--- config.mk ---
export PLATFORM = sky130hd
export DESIGN_NAME = soc_loader
export DESIGN_NICKNAME = d
export VERILOG_FILES = /design/src/rtl/soc_loader.sv
export SDC_FILE = /design/constraint.sdc
export NUM_CORES = 1
export LEC_CHECK = 0
export ABC_CLOCK_PERIOD_IN_PS = 3100
export BUFFER_PORTS_ARGS = -buffer_cell sky130_fd_sc_hd__buf_4
export CORE_ASPECT_RATIO = 1.75
export CORE_UTILIZATION = 30
export DETAILED_ROUTE_END_ITERATION = 8
export PLACE_DENSITY = 0.52
export SLEW_MARGIN = 5
export SYNTH_ARGS = -nofsm -noshare
export SYNTH_HDL_FRONTEND = slang
export SYNTH_SLANG_ARGS = --single-unit
export TNS_END_PERCENT = 100
--- constraint.sdc ---
create_clock -name clk_sys -period 3.1 [get_ports clk_sys]
set_input_delay 0.31 -clock clk_sys [delete_from_list [all_inputs] [get_ports clk_sys]]
set_output_delay 0.31 -clock clk_sys [all_outputs]
set_load 0.02 [all_outputs]
--- src/rtl/soc_loader.sv ---
// HPS ioctl word download to SoC byte-wide ROM upload bus, with a small word FIFO
// and a SoC reset hold that outlasts the download by a fixed number of cycles.
module soc_loader #(
  parameter int DEPTH      = 4,
  parameter int ADDR_WIDTH = 14,
  parameter int RESET_HOLD = 16
) (
  input  logic                  clk_sys,
  input  logic                  reset,
  input  logic                  ioctl_download,
  input  logic [7:0]            ioctl_index,
  input  logic                  ioctl_wr,
  input  logic [24:0]           ioctl_addr,
  input  logic [15:0]           ioctl_dout,
  output logic                  ioctl_wait,
  output logic [ADDR_WIDTH-1:0] dn_addr,
  output logic [7:0]            dn_data,
  output logic [7:0]            dn_index,
  output logic                  dn_wr,
  output logic                  hold_reset,
  output logic                  overflow
);

  localparam int PW = $clog2(DEPTH);
  localparam int CW = PW + 1;

  typedef enum logic [1:0] {S_IDLE, S_LO, S_HI} state_t;

  logic [7:0]            r_q_idx  [DEPTH];
  logic [ADDR_WIDTH-1:0] r_q_addr [DEPTH];
  logic [15:0]           r_q_data [DEPTH];
  logic [PW-1:0]         r_wptr, r_rptr;
  logic [CW-1:0]         r_count;

  state_t                r_state;
  logic [ADDR_WIDTH-1:0] r_hi_addr;
  logic [7:0]            r_hi_data;
  logic                  r_dn_wr;
  logic [ADDR_WIDTH-1:0] r_dn_addr;
  logic [7:0]            r_dn_data;
  logic [7:0]            r_dn_index;

  logic                  r_wait;
  logic                  r_overflow;
  logic [7:0]            r_hold_cnt;
  logic                  r_hold;

  logic                  w_in_range;
  logic                  w_empty, w_full;
  logic                  w_wr_ok, w_pop, w_push, w_drop;
  logic [CW-1:0]         w_count_nxt;
  logic                  w_busy;
  logic [7:0]            w_head_idx;
  logic [ADDR_WIDTH-1:0] w_head_addr;
  logic [15:0]           w_head_data;

  assign w_in_range  = (ioctl_addr[24:ADDR_WIDTH] == '0);
  assign w_empty     = (r_count == '0);
  assign w_full      = (r_count == CW'(DEPTH));
  assign w_wr_ok     = ioctl_wr & w_in_range;
  // Pop is decided by the drain FSM alone, so a full FIFO can still accept a
  // word in the same cycle the FSM takes the head.
  assign w_pop       = ~w_empty & ((r_state == S_IDLE) | (r_state == S_HI));
  assign w_push      = w_wr_ok & (~w_full | w_pop);
  assign w_drop      = w_wr_ok & w_full & ~w_pop;
  assign w_count_nxt = r_count + CW'(w_push) - CW'(w_pop);
  assign w_busy      = ioctl_download | ~w_empty | (r_state != S_IDLE);

  assign w_head_idx  = r_q_idx[r_rptr];
  assign w_head_addr = r_q_addr[r_rptr];
  assign w_head_data = r_q_data[r_rptr];

  always_ff @(posedge clk_sys) begin
    if (w_push) begin
      r_q_idx[r_wptr]  <= ioctl_index;
      r_q_addr[r_wptr] <= ioctl_addr[ADDR_WIDTH-1:0];
      r_q_data[r_wptr] <= ioctl_dout;
    end
  end

  always_ff @(posedge clk_sys or posedge reset) begin
    if (reset) begin
      r_wptr     <= '0;
      r_rptr     <= '0;
      r_count    <= '0;
      r_wait     <= 1'b0;
      r_overflow <= 1'b0;
    end else begin
      if (w_push) r_wptr <= r_wptr + PW'(1);
      if (w_pop)  r_rptr <= r_rptr + PW'(1);
      r_count <= w_count_nxt;
      r_wait  <= (w_count_nxt >= CW'(DEPTH - 1));
      if (w_drop) r_overflow <= 1'b1;
    end
  end

  always_ff @(posedge clk_sys or posedge reset) begin
    if (reset) begin
      r_state    <= S_IDLE;
      r_hi_addr  <= '0;
      r_hi_data  <= '0;
      r_dn_wr    <= 1'b0;
      r_dn_addr  <= '0;
      r_dn_data  <= '0;
      r_dn_index <= '0;
    end else begin
      r_dn_wr <= 1'b0;
      case (r_state)
        S_LO: begin
          r_dn_wr   <= 1'b1;
          r_dn_addr <= r_hi_addr | ADDR_WIDTH'(1);
          r_dn_data <= r_hi_data;
          r_state   <= S_HI;
        end
        default: begin
          if (w_pop) begin
            r_dn_wr    <= 1'b1;
            r_dn_addr  <= w_head_addr & ~ADDR_WIDTH'(1);
            r_dn_data  <= w_head_data[7:0];
            r_dn_index <= w_head_idx;
            r_hi_addr  <= w_head_addr;
            r_hi_data  <= w_head_data[15:8];
            r_state    <= S_LO;
          end else begin
            r_state <= S_IDLE;
          end
        end
      endcase
    end
  end

  always_ff @(posedge clk_sys or posedge reset) begin
    if (reset) begin
      r_hold_cnt <= 8'(RESET_HOLD);
      r_hold     <= 1'b1;
    end else if (w_busy) begin
      r_hold_cnt <= 8'(RESET_HOLD);
      r_hold     <= 1'b1;
    end else if (r_hold_cnt != '0) begin
      r_hold_cnt <= r_hold_cnt - 8'd1;
      r_hold     <= (r_hold_cnt != 8'd1);
    end else begin
      r_hold     <= 1'b0;
    end
  end

  assign ioctl_wait = r_wait;
  assign dn_wr      = r_dn_wr;
  assign dn_addr    = r_dn_addr;
  assign dn_data    = r_dn_data;
  assign dn_index   = r_dn_index;
  assign hold_reset = r_hold;
  assign overflow   = r_overflow;

endmodule

# Word level (Yosys, flattened, before mapping)
# Memory sizes are Yosys's and may differ from the RTL's. A register that Yosys moved wholly into a read port is not among the register bits.
# Index checks and enable logic that the tools add are counted.
dict set report op_classes {
  n_reduce_logical 8
  n_eq_ne 4
  order_cmp 1
  n_mux 14
  addsub 5
  bitwise_logic 13
}
# cell n
set op_table {}
lappend op_table {{$mux W8} 4}
lappend op_table {{$mux W14} 2}
lappend op_table {{$logic_not A11 Y1} 1}
lappend op_table {{$ne A8 B1 Y1 const B} 1}
lappend op_table {{$reduce_bool A8 Y1} 1}
lappend op_table {{$sub A8 B1 Y8 const B} 1}
lappend op_table {{$mux W1} 7}
lappend op_table {{$reduce_bool A2 Y1} 3}
lappend op_table {{$and A1 B1 Y1} 5}
lappend op_table {{$add A2 B1 Y2 const B} 2}
lappend op_table {{$not A1 Y1} 4}
lappend op_table {{$or A1 B1 Y1} 4}
lappend op_table {{$add A3 B1 Y3} 1}
lappend op_table {{$eq A3 B3 Y1 const B} 1}
lappend op_table {{$ge A3 B2 Y1 const B} 1}
lappend op_table {{$logic_not A3 Y1} 1}
lappend op_table {{$sub A3 B1 Y3} 1}
lappend op_table {{$eq A2 B1 Y1 const B} 1}
lappend op_table {{$eq A2 B2 Y1 const B} 1}
lappend op_table {{$logic_not A2 Y1} 1}
lappend op_table {{$mux W2} 1}
lappend op_table {{$reduce_and A2 Y1} 1}
dict set report word_totals {
  ramBits 152
  out_inout_bits 34
  ff_bits 65
  in_bits 53
  mem_count 3
  word_cells 61
}
# name words width read_ports rd_clocked_by_memory_dff write_ports line
set mem_list {}
lappend mem_list {r_q_data 4 16 1 0 1 31} ;# logic [15:0] r_q_data [DEPTH];
lappend mem_list {r_q_addr 4 14 1 0 1 30} ;# logic [ADDR_WIDTH-1:0] r_q_addr [DEPTH];
lappend mem_list {r_q_idx 4 8 1 1 1 29} ;# logic [7:0] r_q_idx [DEPTH];

# Depth between registers and ports, before layout
# Gate-level depths: netlist of the first run.
dict set report logic_depth {
  word_depth 8
  depth_mapped 12
  ltp_nobuf 10
}

# Worst setup path after synthesis of the first run
# OpenSTA, ideal clock, no wires.
dict set report synth_path {
  path_type {flip-flop to flip-flop}
  from {register r_count[2]}
  to {register r_wait (netlist: ioctl_wait)}
  n_path_buf 2
  synth_period_minus_slack_ps 2645
  setup_slack_ps 455
  t_required_ps 2982
  stages_incl_launch_ff 13
  t_arrival_ps 2527
  setup_time_ps 118
  cell_sequence {dfrtp_1 > or3_1 > clkbuf_1 > nand2_1 > buf_2 > inv_1 > ha_1 > inv_1 > ha_1 > fa_1 > xor2_1 > xnor2_1 > a21o_1}
}
dict set report synth_via {
  elab_chain_cells 8
}
# element line
set synth_lines {}
lappend synth_lines {{from (decl)} 33} ;# logic [CW-1:0] r_count;
lappend synth_lines {{from (signal assigned)} 91} ;# r_count <= w_count_nxt;
lappend synth_lines {{$logic_not A3 Y1 (*)} 58} ;# assign w_empty = (r_count == '0);
lappend synth_lines {{$not A1 Y1 (*)} 63} ;# assign w_pop = ~w_empty & ((r_state == S_IDLE) | (r_state == S_HI));
lappend synth_lines {{$and A1 B1 Y1 (*)} 63}
lappend synth_lines {{via w_pop} 50} ;# logic w_wr_ok, w_pop, w_push, w_drop;
lappend synth_lines {{$or A1 B1 Y1} 64} ;# assign w_push = w_wr_ok & (~w_full | w_pop);
lappend synth_lines {{$and A1 B1 Y1} 64}
lappend synth_lines {{$add A3 B1 Y3} 66} ;# assign w_count_nxt = r_count + CW'(w_push) - CW'(w_pop);
lappend synth_lines {{$sub A3 B1 Y3 (*)} 66}
lappend synth_lines {{via w_count_nxt[2]} 51} ;# logic [CW-1:0] w_count_nxt;
lappend synth_lines {{$ge A3 B2 Y1 (*)} 92} ;# r_wait <= (w_count_nxt >= CW'(DEPTH - 1));
lappend synth_lines {{to (signal assigned)} 92}
lappend synth_lines {{to (decl)} 43} ;# logic r_wait;
# The timed path passes the listed nets; every way through them passes the cells marked *.
# A chain may end at the register's enable or synchronous reset.

# Final worst setup path of the first run
# Same ends and word-level chain as after synthesis.

==> results.md, run 1 <==
- The run finished, with violations left.
- The final reports fail on hold timing.
- The clock network latency to the later pin of the worst-skew pair is 500 ps.
- The most used flip-flop cell after synthesis is sky130_fd_sc_hd__edfxtp_1.
- No sink is reached through more buffers than the 3 on the longest clock path.
- In the routed layout, each cell is associated on average with a via count of 4.65.
- The first global-routing pass estimated 28100 um of wire.
- The relative slew slack is 0.346.
- The horizontal die dimension is 128 um.
- The final max-slew violation count was 0.
- The initial antenna violation count is 0.
- Synthesis handed over a netlist of 451 instances.
- The worst setup slack after placement is 518 ps.
- Summed over all layers, the global routing overflow is 0.
- The worst setup path is of the flop to flop kind.
- The number of setup violations in the final report is 0.
- The total number of clock tree sinks is 220.
- The top-level port count is 87.
- The CTS buffer count is 21.
- Dividing total power by cell area gives a power density of 902 nW/um^2.
- By area the synthesized netlist is led by sky130_fd_sc_hd__edfxtp_1 (53%), sky130_fd_sc_hd__dfrtp_1 (21%), sky130_fd_sc_hd__mux4_2 (9.9%).
- The peak fanout along the critical path is 4.
- The worst endpoint required time is 3490 ps.
- The part of the cycle the worst path needs is 0.774.
- Setup slack on the critical path of the routed design comes to 701 ps.
- At the pin with the least slew margin, the transition time is 979 ps.
- The fraction of final layout cells with drive strength greater than 1 is 0.334.
- The worst min-delay path category is input pin to asynchronous set/reset pin.
- The number of storage elements in the synthesis netlist is 220.
- The number of placement rows is 80.
- The maximum operating frequency is 0.417 GHz.
- The final critical path time including I/O delays and setup is 2400 ps.
- The number of setup buffers added after CTS is 0.
- The number of buffer and inverter stages on the critical path is 2.
- The total die area is 28700 um^2.
- Routability-driven placement finished with a final weighted congestion of 0.722.
- The critical path startpoint is r_count[2].
- The worst-case IR drop observed on VDD is 0.339 mV.
- The final net count is 624.
- Setup total negative slack on the finished layout was measured at 0 ps.
- The data arrival at the endpoint of the critical path is 2790 ps.
- The number of H-tree branching levels is 1.
- The mean area per synthesized cell is 18.6 um^2.
- The layout has 2596 filler cells.
- In this run, synthesis inferred 148 flip-flops with an integrated enable.
- The post-route worst hold slack is -4.06 ps.
- The number of buffer cells added on primary ports is 85.
- The cell area after technology mapping is 8400 um^2.
- The critical path depth is 10.
- The highest-delay cell along the critical path is sky130_fd_sc_hd__dfrtp_1.
- The number of global-route vias before repair was 4972.
- The cell type group with the largest total delay on the critical path is adder cells.
- Across the run, the number of max-cap violations was 0.
- The count of warnings emitted by yosys is 0.
- Across every metal layer, demand over resource in global routing totals 0.130.
- In the synthesized netlist the async set-or-reset flop fraction comes to 0.327.
- The tree is rooted in a sky130_fd_sc_hd__clkbuf_16.
- From synthesis to final layout, the design area changed by 23.4%.
- The worst flop-to-flop path startpoint is r_count[2].
- Synthesis produced a netlist with a net count of 513.
- The DRC violation count after routing is 0.
- The static power due to leakage is 3.89 nW.
- The endpoint class of the critical path is a flop.
- The worst setup path is launched from a flop.
- Across all register-to-register paths, the minimum setup slack is 700 ps.
- Summed over all layers, the routed wires come to 17700 um.
- After clock tree synthesis, the clock-pin slew on the worst setup and hold paths is 60 ps.
- The count of nets left with antenna violations once routing finished came out at 0.
- The number of antenna cells inserted is 0.
- The synthesized design spends more area on one cell type than any other, namely sky130_fd_sc_hd__edfxtp_1.
- The post-route total power is 0.00935 W.
- The post-CTS resize count is 0.
- The share of the synthesized area in the top cell type is 0.529.
- The routed wirelength normalized by instance count is 18.7 um.
- The largest single stage delay on the critical path is 420 ps.
- The initial cell density of the core is 0.306.
- After legalization and detailed placement, the total HPWL measured 11600 um.
- For this run, the register share of the synthesized area comes to 0.744.
- Counting cells, the worst reg-to-reg path comes to 10.
- After clock tree synthesis, the flow added hold-fix buffers numbering 13.
- The number of detailed-routing iterations run before antenna repair is 4.
- For the final database, setup skew stands at 12.7 ps.
- The utilization after layout is 0.378.
- The hold violation count in the final report came to 6.
- Setup repair after global routing left no endpoint under its margin.
- The detailed router placed 4394 vias in this run.
- Synthesis instantiated 42 different standard cells from the library.
- The y dimension of the die is 223 um.
- The core region is 27400 um^2.
- After the first detailed-routing iteration, the DRC count stood at 206.
- Traced cell by cell, the critical path runs through or3_1 > nand2_1 > inv_1 > ha_1 > inv_1 > ha_1 > fa_1 > xor2_1 > xnor2_1 > a21o_1.
- Entering global routing, the biggest net connects 53 pins.
- Yosys instantiated no cell more often than sky130_fd_sc_hd__edfxtp_1.
- The CTS tree is built.
- By count the netlist is led by sky130_fd_sc_hd__edfxtp_1 (148), sky130_fd_sc_hd__dfrtp_1 (70), sky130_fd_sc_hd__mux4_2 (37), sky130_fd_sc_hd__nand2_1 (18), sky130_fd_sc_hd__mux2_2 (17).
layout make-up:
| type | instances | area [um^2] | share of cell area |
|---|---|---|---|
| multi-input cells | 194 | 2000 | 0.193 |
| clock buffers | 27 | 568 | 0.0548 |
| clock inverters | 9 | 98.8 | 0.00954 |
| well taps | 369 | 462 | 0.0445 |
| repair buffers | 111 | 928 | 0.0896 |
| flip-flops and latches | 220 | 6250 | 0.603 |
| inverters | 14 | 53.8 | 0.00519 |
kinds of logic after synthesis:
group	synth area share
AOI/OAI and AO/OA	0.0483
xor gates and xnor gates	0.00522
buffers and inverters	0.0179
adders and majority gates	0.0143
muxes	0.122
and+or+nand+nor	0.0481
DFF	0.744
report_power, final:
part / switching (W) / internal (W) / leakage, nW / total [W]
clock: 0.00104 / 0.00146 / 0.327 / 0.00251
sequential: 0.000457 / 0.00358 / 2.19 / 0.00404
combinational: 0.00135 / 0.00145 / 1.37 / 0.00280
total: 0.00285 / 0.00649 / 3.89 / 0.00935
registers in the layout, summed over array words and instances (netlist names), 2 cells and up:
signal	flops
dn_addr	14
dn_data	8
dn_index	8
r_count	3
r_hi_addr	13
r_hi_data	8
r_hold_cnt	8
r_q_addr	52
r_q_data	64
r_q_idx	32
r_rptr	2
r_state	2
r_wptr	2
through the flow:
step / instance area, um^2 / hold WS [ps] / instances
floorplan: 8400 / 409 / 451
global placement: 9570 / 458 / 895
detailed placement: 9570 / 467 / 895
CTS: 10400 / 0.507 / 944
global route: 10400 / 4.92 / 944
finish: 10400 / -4.06 / 944
path summary, 6_finish.rpt:
kind	end
setup / recovery	ioctl_wait
hold / removal	dn_addr[11]
setup reg to reg	ioctl_wait
hold reg to reg	r_hi_addr[13]
max in group asynchronous	dn_addr[2]
min in group clk_sys	r_q_data[2][14]
metal layers:
| metal | vias up | global-route usage | wire (um) |
|---|---|---|---|
| met1 | 2285 | 0.140 | 6570 |
| met3 | 25 | 0.0161 | 544 |
| met4 | 0 | 0.0433 | 345 |
| met2 | 82 | 0.254 | 10200 |
| met5 | - | 0 | 0 |
| li1 | 2002 | - | - |
cells in the final DEF, fill, tap and decap left out, drive strengths merged, types with 2 or more instances in the layout:
cell type,Yosys,final
a21o,15,15
a21oi,7,7
a221o,13,13
a31oi,5,5
and2,4,4
and3,13,13
buf,9,98
bufinv,0,2
clkbuf,14,27
clkinv,0,7
dfrtp,70,70
dfstp,2,2
dlygate4sd3,0,13
edfxtp,148,148
ha,8,8
inv,14,14
mux2,17,17
mux4,37,37
nand2,18,18
nand2b,2,2
nand3,5,5
nor2,4,4
nor3,10,10
nor4,3,3
o211ai,3,3
o21ai,3,3
o31ai,2,2
or3,3,3
or4,4,4
xnor2,4,4
Note: power is estimated with default switching activity, not from simulation.
==> inputs of run 2 (changes only) <==
--- a/config.mk
+++ b/config.mk
@@ -5,12 +5,13 @@
 export SDC_FILE = /design/constraint.sdc
 export NUM_CORES = 1
 export LEC_CHECK = 0
-export ABC_CLOCK_PERIOD_IN_PS = 3100
+export ABC_AREA = 1
+export ABC_CLOCK_PERIOD_IN_PS = 2200
 export BUFFER_PORTS_ARGS = -buffer_cell sky130_fd_sc_hd__buf_4
 export CORE_ASPECT_RATIO = 1.75
 export CORE_UTILIZATION = 30
 export DETAILED_ROUTE_END_ITERATION = 8
-export PLACE_DENSITY = 0.52
+export PLACE_DENSITY = 0.54
 export SLEW_MARGIN = 5
 export SYNTH_ARGS = -nofsm -noshare
 export SYNTH_HDL_FRONTEND = slang
==> constraint.sdc (replaced) <==
create_clock -name clk_sys -period 2.2 [get_ports clk_sys]
set_input_delay 0.22 -clock clk_sys [delete_from_list [all_inputs] [get_ports clk_sys]]
set_output_delay 0.22 -clock clk_sys [all_outputs]
set_load 0.02 [all_outputs]
==> run 2 against run 1 <==
Net effect: the run now ends clean; cell count increased by 41%; clock power up 54%; synthesized cell count increased by 77%; sequential share of layout area fell by 4.6 points; critical path type unchanged; routed wire length is 9.8% higher.
==> results.md, run 2 <==
- The flow ran to the end, and the final reports show no timing, DRC or antenna violations.
- The worst setup path is captured at a flop.
- The final critical path time including I/O delays and setup was 2070 ps (-326 ps).
- The CTS tree is built.
- The final weighted congestion of routability-driven global placement is 0.760 (+5.2%).
- The total routed wirelength was 19400 um (+9.8%).
- The top-level port count was 87 (unchanged).
- Among all cell types in the netlist, the one instantiated most often is sky130_fd_sc_hd__nand2_1.
- The via count is 5819 (+32%).
- The worst-case vdd ir drop is 0.462 mV (+36%).
- The design area is 11200 um^2 (+8.2%).
- The number of storage elements in the synthesis netlist is 220 (unchanged).
- The count of maximum capacitance violations is 0 (unchanged).
- The overall fraction of global-route tracks in use is 0.131 (+0.00135).
- The critical path depth came to 12 (+2).
- In the synthesized netlist, the cells that appear most often are sky130_fd_sc_hd__nand2_1 (198), sky130_fd_sc_hd__edfxtp_1 (148), sky130_fd_sc_hd__nor2_1 (135), sky130_fd_sc_hd__dfrtp_1 (70), sky130_fd_sc_hd__o21ai_0 (55).
- The multi-input logic area is 2290 um^2 (+14%).
- The peak fanout along the critical path is 2 (-2).
- The remaining antenna violation count is 0 (unchanged).
- The register with the highest flop count is r_q_data.
- The critical path is of the flop to flop type.
- The number of detailed-routing iterations run before antenna repair is 6 (+2).
- The total power divided by cell area is 1270 nW/um^2 (+41%).
- The number of distinct library cell variants in the gate-level netlist after synthesis is 30 (-29%).
- The hold violation count in the final report is 0 (-6).
- The number of H-tree branching levels is 1 (unchanged).
- The worst endpoint required time is 2650 ps (-840 ps).
- The number of flip-flops in the largest register is 64 (unchanged).
- The library cell used most frequently in the layout, excluding fill and tap cells, is sky130_fd_sc_hd__nand2_1.
- In the final layout, the registers with the most flip-flops are r_q_data x64, r_q_addr x52, r_q_idx x32.
- The final net count came to 997 (+60%).
- The maximum single-stage delay on the critical path came to 390 ps (-30 ps).
- The pin count of the biggest net entering global routing is 79 (+49%).
- The sequential cell area in the final layout is 6250 um^2 (about the same).
- Setup repair after global routing could not meet its margin everywhere.
- The mean area per synthesized cell is 11.1 um^2 (-40%).
- The slowest stage of the critical path is the sky130_fd_sc_hd__dfrtp_1 cell.
- The post-place instance area is 10000 um^2 (+5.0%).
- The post-synthesis async set-or-reset flop share was 0.327 (unchanged).
- The cell family contributing the most delay on the critical path is adder cells.
- The via density per instance is 4.37 (-6.2%).
- The global route total overflow is 0 (unchanged).
- The synthesized instance count is 799 (+77%).
- The relative slew slack is 0.619 (+0.273).
- The actual slew at the worst max-slew pin came to 571 ps (-408 ps).
- The initial cell density of the core is 0.304 (-0.00217).
- The number of placement rows was 83 (+3.8%).
- The placeable core region came to 29200 um^2 (+6.4%).
- The wire length of the first global-routing pass is 31000 um (+10%).
- The routed wirelength normalized by instance count is 14.6 um (-22%).
- The sequential fraction of the synthesis area is 0.704 (-0.0398).
- The launching element type of the critical path is a flop.
- The number of antenna cells inserted is 0 (unchanged).
- The setup skew after layout is 11.4 ps (-1.39 ps).
- From synthesis to final layout, the design area changed by 26.4%.
- The maximum count of clock buffers along a single path is 3 (unchanged).
- The number of fillers in the final layout is 2842 (+9.5%).
- The total number of clock tree sinks is 220 (unchanged).
- The number of global-route vias before repair is 5885 (+18%).
- The CTS buffer count is 22 (+4.8%).
- The worst hold path passes through 5 cells.
- The clock network latency to the later pin of the worst-skew pair was 510 ps (about the same).
- The number of buffer and inverter stages on the critical path is 3 (+1).
- The count of flip-flops with a built-in enable after synthesis is 148 (unchanged).
- The initial antenna violation count was 0 (unchanged).
- The maximum operating frequency was 0.482 GHz (+16%).
- The horizontal die dimension came to 132 um (+2.7%).
- In this run the worst hold path is classified as input pin to flop.
- The static power due to leakage was 4.59 nW (+18%).
- The post-synthesis net count is 861 (+68%).
- The DRC violation total after the first TritonRoute iteration is 314 (+52%).
- The y dimension of the die is 229 um (+2.8%).
- The cell area after technology mapping was 8870 um^2 (+5.6%).
- The cell depth of the worst flop-to-flop path is 12 (+2).
- The tree is rooted in a sky130_fd_sc_hd__clkbuf_16.
- The total die area came to 30300 um^2 (+5.6%).
- The number of buffer cells added on primary ports is 85 (unchanged).
- The HPWL after detailed placement came to 12400 um (+7.2%).
- sky130_fd_sc_hd__edfxtp_1 takes more of the synthesized area than any other cell.
- The part of the cycle the worst path needs is 0.942 (+0.168).
- The fraction of final layout cells with drive strength greater than 1 is 0.183 (-0.151).
- The setup TNS is 0 ps (unchanged).
- The commonest register cell after synthesis is sky130_fd_sc_hd__edfxtp_1.
- Walking the worst path, the cells encountered are nor2_2 > nand2_2 > nand2_4 > inv_2 > ha_4 > inv_2 > ha_2 > fa_2 > xor2_1 > xor2_1 > inv_1 > nand2_1.
- The data arrival at the endpoint of the critical path was 2520 ps (-270 ps).
- The DRC violation count after routing is 0 (unchanged).
- The share of the synthesized area in the top cell type is 0.501 (-0.0283).
- The count of warnings emitted by yosys is 0 (unchanged).
- The final max-slew violation count is 0 (unchanged).
- The clock-pin slew of the registers on the worst-case setup and hold paths was 70 ps (about the same).
- The number of setup violations in the final report is 0 (unchanged).
- In the layout the commonest cells are sky130_fd_sc_hd__nand2_1 (198), sky130_fd_sc_hd__edfxtp_1 (148), sky130_fd_sc_hd__nor2_1 (131).
- Yosys attributes the largest share of cell area to sky130_fd_sc_hd__edfxtp_1 (50%), sky130_fd_sc_hd__dfrtp_1 (20%), sky130_fd_sc_hd__nand2_1 (8.4%).
run 2: cell types whose count changed after synthesis, sizes merged, moves of 20 or more:
| cell | delta |
|---|---|
| nand2 | +182 |
| nor2 | +136 |
| o21ai | +83 |
| inv | +27 |
| nand3 | +45 |
| buf | +20 |
| mux4 | -37 |
run 2: metal layers:
metal / global-route usage / wire, um
met2: 0.252 / 10800
met1: 0.142 / 7720
met5: 0 / 0
met3: 0.0181 / 530
met4: 0.0523 / 389
run 2: cell families after synthesis:
kind of cell    Yosys count  share of synthesized area
compound gates           93                     0.0536
xor+xnor                  5                    0.00494
flops                   220                      0.704
simple gates            395                      0.180
fa+ha+maj                 9                     0.0135
buf+inv                  77                     0.0437
run 2: power by group:
part | total (W) | internal, W | leakage, nW | switching (W)
Sequential | 0.00540 | 0.00505 | 2.21 | 0.000354
Combinational | 0.00503 | 0.00179 | 2.01 | 0.00324
Clock | 0.00386 | 0.00231 | 0.362 | 0.00155
Total | 0.0143 | 0.00914 | 4.59 | 0.00514
run 2: worst paths after layout:
| kind | from | end | slack, ps |
|---|---|---|---|
| max in group asynchronous | reset | r_rptr[0] | 1290 |
| min | ioctl_download | hold_reset | 90 |
| max reg2reg | r_count[1] | ioctl_wait | 130 |
| max | r_count[1] | ioctl_wait | 130 |
| min in group asynchronous | reset | r_hold_cnt[7] | 270 |
| min reg2reg | r_hi_addr[2] | r_hi_addr[2] | 480 |
run 2: worst register-to-register path: cells and delay by family (launching register included):
family / cells / cell delay (ps)
and+or+nand+nor: 4 / 380
adders and majority gates: 3 / 740
DFF: 1 / 390
xor gates and xnor gates: 2 / 390
buffers and inverters: 3 / 130
run 2: layout make-up:
cell class | count | area share
Clock buffer | 26 | 0.0532
Tap cell | 382 | 0.0426
Clock inverter | 14 | 0.0144
Inverter | 41 | 0.0143
Multi-Input combinational cell | 502 | 0.204
Timing Repair Buffer | 148 | 0.114
Sequential cell | 220 | 0.557
run 2: per-stage QoR:
stage	total power (W)	hold slack, ps	cells	setup slack, ps	utilization
final	0.0143	92.1	1333	127	0.384
after global routing	0.0153	111	1333	-12.8	0.384
after CTS	0.0145	81.9	1331	103	0.383
after detailed placement	0.0105	261	1253	17.8	0.344
after global placement	0.0104	256	1253	26.4	0.344
after floorplan	0.00896	319	799	-61.5	-
run 2: what timing repair did:
item                                   in CTS  in global routing
endpoints found under the hold margin     167                  0
buffers inserted                            0                  2
setup endpoints to repair                   0                  1
hold buffers                               38                  0
resized for setup                           0                  3
